[src/rtl/demux16.sv]
// ============================================================================
//  Module   : demux16
//  Purpose  : Registered 1-to-2 word demultiplexer; each destination has its
//             own 2-entry FIFO draining over a valid/ready handshake.
//  Revision : 1.0 - initial release
// ============================================================================
`default_nettype none

module demux16 #(
    parameter int WIDTH = 16,
    parameter int DEPTH = 2
) (
    input  logic             clk,
    input  logic             rst,

    input  logic             in_valid,
    input  logic             in_sel,
    input  logic [WIDTH-1:0] in_data,
    output logic             in_ready,

    output logic             out0_valid,
    output logic [WIDTH-1:0] out0_data,
    input  logic             out0_ready,

    output logic             out1_valid,
    output logic [WIDTH-1:0] out1_data,
    input  logic             out1_ready,

    output logic [7:0]       cnt0,
    output logic [7:0]       cnt1
);

    localparam logic [1:0] c_OCC_FULL  = 2'd2;
    localparam logic [1:0] c_OCC_EMPTY = 2'd0;

    // Per-channel views, indexed by channel number
    logic [1:0]       w_out_ready;
    logic [1:0]       w_out_valid;
    logic [WIDTH-1:0] w_out_data [2];
    logic [1:0]       w_occ      [2];
    logic [7:0]       w_cnt      [2];

    assign w_out_ready[0] = out0_ready;
    assign w_out_ready[1] = out1_ready;

    // Acceptance looks only at registered occupancy: a full buffer refuses
    // even when its consumer is popping in the same cycle.
    assign in_ready = in_sel ? (w_occ[1] != c_OCC_FULL)
                             : (w_occ[0] != c_OCC_FULL);

    genvar c;
    generate
        for (c = 0; c < 2; c = c + 1) begin : g_chan
            localparam logic c_CH_SEL = 1'(c);

            logic [1:0]       r_occ;
            logic             r_wptr;
            logic             r_rptr;
            logic [7:0]       r_cnt;
            logic [WIDTH-1:0] r_mem [DEPTH];

            logic             w_push;
            logic             w_pop;
            logic             w_valid;

            assign w_valid = (r_occ != c_OCC_EMPTY);
            assign w_push  = in_valid & in_ready & (in_sel == c_CH_SEL);
            assign w_pop   = w_valid & w_out_ready[c];

            always_ff @(posedge clk) begin
                if (rst) begin
                    r_occ  <= 2'd0;
                    r_wptr <= 1'b0;
                    r_rptr <= 1'b0;
                    r_cnt  <= 8'd0;
                end else begin
                    if (w_push) begin
                        r_wptr <= ~r_wptr;
                    end
                    if (w_pop) begin
                        r_rptr <= ~r_rptr;
                        r_cnt  <= r_cnt + 8'd1;
                    end
                    case ({w_push, w_pop})
                        2'b10:   r_occ <= r_occ + 2'd1;
                        2'b01:   r_occ <= r_occ - 2'd1;
                        default: r_occ <= r_occ;
                    endcase
                end
            end

            // Storage needs no reset; occupancy alone decides what is valid.
            always_ff @(posedge clk) begin
                if (w_push) begin
                    r_mem[r_wptr] <= in_data;
                end
            end

            assign w_out_valid[c] = w_valid;
            assign w_out_data[c]  = w_valid ? r_mem[r_rptr] : '0;
            assign w_occ[c]       = r_occ;
            assign w_cnt[c]       = r_cnt;
        end
    endgenerate

    assign out0_valid = w_out_valid[0];
    assign out0_data  = w_out_data[0];
    assign out1_valid = w_out_valid[1];
    assign out1_data  = w_out_data[1];
    assign cnt0       = w_cnt[0];
    assign cnt1       = w_cnt[1];

endmodule

`default_nettype wire

[config.mk]
export PLATFORM = sky130hd
export DESIGN_NAME = demux16
export DESIGN_NICKNAME = d
export VERILOG_FILES = /design/src/rtl/demux16.sv
export SDC_FILE = /design/constraint.sdc
export NUM_CORES = 1
export LEC_CHECK = 0
export CORE_ASPECT_RATIO = 0.5
export CORE_UTILIZATION = 45
export CTS_CLUSTER_SIZE = 24
export DETAILED_ROUTE_END_ITERATION = 8
export GPL_TIMING_DRIVEN = 0
export PLACE_DENSITY = 0.85
export SLEW_MARGIN = 20
export SYNTH_ARGS = -nofsm -noshare
export SYNTH_HDL_FRONTEND = slang
export SYNTH_SLANG_ARGS = --single-unit
[constraint.sdc]
create_clock -name clk -period 2.1 [get_ports clk]
set_clock_uncertainty 0.15 [all_clocks]
set_input_delay 0.42 -clock clk [delete_from_list [all_inputs] [get_ports clk]]
set_output_delay 0.42 -clock clk [all_outputs]
set_load 0.01 [all_outputs]
# After elaboration in Yosys (flattened, before gate mapping)

Memories as Yosys holds them, arrays and structs flattened. A register that Yosys moved wholly into a read port is not among the register bits.
Index checks and enable logic that the tools add are counted.

Flip-flop bits (word level): 24
RAM bits: 64
Bits of input ports: 22
Output and inout port bits: 51
Memories: 2

$add $sub $neg: 6
Equality and inequality tests: 6
Mux-type cells: 13
Bitwise gates (word level): 10
Reduce and logical (&&, ||, !) cells: 4

Memories:

| memory          | words | width | read ports | clocked after memory_dff | wr ports | line | text |
|---|---|---|---|---|---|---|---|
| g_chan[0].r_mem | 2     | 16    | 1          | 1                        | 1        | 60   | `logic [WIDTH-1:0] r_mem [DEPTH];` |
| g_chan[1].r_mem | 2     | 16    | 1          | 1                        | 1        | 60   |  |

Operator list:

| operator                                                            | number |
|---|---|
| 16-bit two-way mux                                                  | 2 |
| 8-bit by 1-bit adder with 8-bit output (second input constant)      | 2 |
| 1-bit two-way mux                                                   | 9 |
| 2-bit one-hot mux with 2 select lines                               | 2 |
| 2-bit nonzero test                                                  | 4 |
| 1-bit AND                                                           | 5 |
| 1-bit inverter                                                      | 5 |
| 2-bit by 1-bit adder with 2-bit output (second input constant)      | 2 |
| 2-bit by 1-bit == test with 1-bit output (second input constant)    | 2 |
| 2-bit == test (second input constant)                               | 2 |
| 2-bit inequality test (second input constant)                       | 2 |
| 2-bit by 1-bit subtractor with 2-bit output (second input constant) | 2 |

# Logic depth before layout (Yosys ltp)

Depth after elaboration: 6
Mapped depth: 8
Mapped depth without buffers: 6

# Least setup slack after synthesis

No wires, ideal clock.

Path type: flip-flop to flip-flop
Start point: reg g_chan[1].r_occ[0]
End point: mem g_chan[1].r_mem[1][0], enable pin
Setup time: 389 ps
Arrival: 1524 ps
Slack: 37 ps
Cell stages (with the launch flop): 5
Buffers on the path: 1
Clock period less this slack: 2063 ps
Cell sequence: dfxtp_1 buf_2 nor2b_1 or2_2 nor2_1

Word-level cells in the longest chain between the ends: 6

RTL lines:

| what                                    | line | text |
|---|---|---|
| start: declaration                      | 56   | `logic [1:0] r_occ;` |
| start signal: assignment                | 85   | `2'b10: r_occ <= r_occ + 2'd1;` |
| start signal: assignment                | 86   | `2'b01: r_occ <= r_occ - 2'd1;` |
| start signal: assignment                | 87   | `default: r_occ <= r_occ;` |
| 2-bit inequality test                   | 48   | `assign in_ready = in_sel ? (w_occ[1] != c_OCC_FULL)` |
| 1-bit two-way mux                       | 48   |  |
| 1-bit AND (2 in series)                 | 67   | `assign w_push = in_valid & in_ready & (in_sel == c_CH_SEL);` |
| 1-bit two-way mux                       | 94   | `if (w_push) begin` |
| 1-bit two-way mux (implied by the code) | 95   | `r_mem[r_wptr] <= in_data;` |
| end: declaration                        | 60   |  |

Every way passes these cells.

==> metrics.cfg <==
[synthesis]
netlist-cell-type-count=25
avgSynthCellArea_um2=13.1
synthCells=274
netlist_area_um2=3590
async_reset_ff_share_pct=0
seq_area_frac_synth_pct=68.0
ys_seq_elements=90
ys_top_cells_by_count=64 x edfxtp_1, 49 x nor2_1, 34 x mux2i_1, 26 x dfxtp_1, 15 x a21oi_1
synth_area_leaders=edfxtp_1 54%, dfxtp_1 14%, mux2i_1 9.5%, nor2_1 5.1%, a21oi_1 2.1%
synth_edf_count=64
synth_most_common_cell=edfxtp_1
syn_nets=300
synth_top_area_cell=edfxtp_1
yosysTopAreaCellShare_pct=53.5
ys_warn_count=0
synthFlopType=edfxtp_1

[cts]
tritoncts=yes
cts_root_buf=clkbuf_16
cts_hold_buf=0
cts.path.max_buffers=2
htreeDepth=3
cts_made_buffers=9
clock_latency_ns=0.34
clock-sinks=90
cts.reportedPaths.clkPinSlew_ns=0.06

[critical_path]
required_ns=1.53
worstPathMaxFanout=7
startpoint_type=flip-flop
crit_type=flip-flop to primary output
r2r_cells=6
r2r_end=g_chan[1].r_occ[1]
critPathArrivalTime_ns=1.50
r2r_slack_ns=0.17
r2r-start=g_chan[1].r_occ[0]
crit_path_end_kind=primary output

[place]
hpwl_mm=5.17
dp.cells=455
post-place-ws_ns=-0.427
place_congestion=0.765
port_buffers=71
dpl_cell_area_um2=4470

[timing]
final_max_slew_viol_count=0
report.final.setup_viol=0
max_clock_freq_mhz=482
relSlewSlack_pct=66.7
rsz0062_at_grt=true
finalHoldViolations=0
fin_tns_setup_ns=0
fin_crit_sh_pct=98.8
min_period_ns=2.07
tightest_slew_ns=0.499
worst_slack_ns=0.0262

[power]
seq_power_share_pct=38.0
clkPwrFrac_pct=24.7
p_sw_mw=1.80
switching_share_pct=31.4
p_per_area_nw_per_um2=1160
p_int_mw=3.93
comb_power_share_pct=37.3
p_leak_nw=1.83
peakVddDrop_mv=0.502

[min_path]
hold_path_end=cnt0[7]
hold_path.class=primary input to flip-flop
min_from=rst
min_path_cells=2

[routing]
vias=2506
routed_wirelength_mm=8.13
drt-vias-per-instance=5.11
drt_iter0_markers=173
wl_per_cell_um=16.6
postRouteAntennaNets=0
drt_first_pass_iters=5
drcViolationCount=0

[status]
status=finished clean

[floorplan]
coreArea_um2=7510
die-width_um=128
die_height_um=65.2
io_pins=73
die-area_um2=8360
start_util_pct=47.8
num_rows=22

[final_layout]
nets=403
antennaDiodeCount=0
drive_gt1_share_pct=19.9
stdcell_area_um2=4920
fillers=540
area_growth_pct=37.1
instances_no_fill=490

[global_route]
grt_overflow=0
grt_usage_pct=20.1
grt_pass1_wl_mm=12.3
grt_max_degree=17
grt_pass1_vias=2479
antenna_found_initial=0

[job]
maxCapViolations=0

## per-stage QoR
| step | hold slack [ns] | total power, mW | utilization [%] |
|---|---|---|---|
| 5_1_grt | 0.337 | 5.98 | 65.5 |
| 3_5_place_dp | 0.329 | 4.04 | 59.5 |
| 2_1_floorplan | 0.313 | 3.16 | - |
| 3_3_place_gp | 0.314 | 3.97 | 59.0 |
| 6_report | 0.302 | 5.73 | 65.5 |
| 4_1_cts | 0.301 | 5.63 | 65.1 |
## power groups by stage
stage / clock network [mW] / registers (mW) / logic (mW)
floorplan: 0 / 2.18 / 0.983
global placement: 0 / 2.18 / 1.79
detailed placement: 0 / 2.19 / 1.85
CTS: 1.43 / 2.17 / 2.03
global route: 1.50 / 2.19 / 2.29
finish: 1.42 / 2.18 / 2.14
## flip-flops by register name, indices dropped and copies added, names as in the netlist, named ones only
signal         flops
g_chan.r_mem      64
cnt0               8
g_chan.r_wptr      2
g_chan.r_rptr      2
cnt1               8
g_chan.r_occ       4
## final cells by class
| type | instances | area (um^2) | area share (%) |
|---|---|---|---|
| flip-flops and latches | 90 | 2450 | 49.7 |
| repair buffers | 92 | 821 | 16.7 |
| plain buffers | 13 | 138 | 2.80 |
| multi-input cells | 163 | 1080 | 22.0 |
| clock inverters | 7 | 36.3 | 0.737 |
| clock buffers | 9 | 225 | 4.57 |
| inverters | 8 | 37.5 | 0.762 |
| well taps | 108 | 135 | 2.74 |
## cells by family after synthesis
| family | synth area share [%] |
|---|---|
| AND/OR/NAND/NOR | 10.5 |
| XOR/XNOR | 2.44 |
| multiplexers | 9.48 |
| adder cells (fa/ha/maj) | 1.39 |
| flip-flops | 68.0 |
| buffers and inverters | 2.79 |
| AO/OA/AOI/OAI | 5.37 |
## metal layers
layer	global-route usage (%)	vias to the layer above	wire length [um]
li1	-	1201	-
met1	23.2	1217	3480
met2	35.8	78	4170
met3	6.27	10	375
met4	7.06	0	104
met5	0	-	0
## how the worst max path moves through the flow
| stage | startpoint | end | slack [ns] | depth (start not counted) |
|---|---|---|---|---|
| floorplan | g_chan[1].r_occ[0] | g_chan[1].r_mem[1][0] | 0.04 | 4 |
| global placement | in_sel | g_chan[1].r_mem[1][6] | -0.90 | 4 |
| detailed placement | in_sel | g_chan[0].r_mem[0][7] | -0.43 | 4 |
| CTS | g_chan[0].r_occ[0] | out0_valid | -0.11 | 5 |
| global route | flip-flop | out0_data[8] | -0.02 | 6 |
| finish | flip-flop | out1_data[13] | 0.03 | 7 |
## critical path, stage by stage, from the launching register on
cell	delay, ns
dfxtp_2	0.32
buf_6	0.13
buf_12	0.13
buf_6	0.11
buf_6	0.10
mux2i_2	0.13
nor2_1	0.09
buf_2	0.14
## layout by cell type, fill, tap and decap left out, drive strengths merged
master	n
xnor2	2
or4	6
or2	1
nand4	2
dfxtp	26
clkinv	5
clkinvlp	4
ha	4
edfxtp	64
nand2b	3
o211ai	2
or3	8
clkdlybuf4s50	35
nand2	5
nand3	6
nor2	49
inv	6
xor2	8
buf	38
clkbuf	21
nor2b	2
a21oi	15
o21ai	10
o31ai	6
mux2i	34
dlymetal6s2s	2
dlygate4sd2	15
clkdlybuf4s15	3
## what timing repair did
item,4_1_cts,5_1_grt
pin swaps,3,1
resized for setup,89,29
setup buffers,13,6
endpoints found under the hold margin,0,0
endpoints found under the setup margin,51,35
Note: power is estimated with default switching activity, not from simulation.
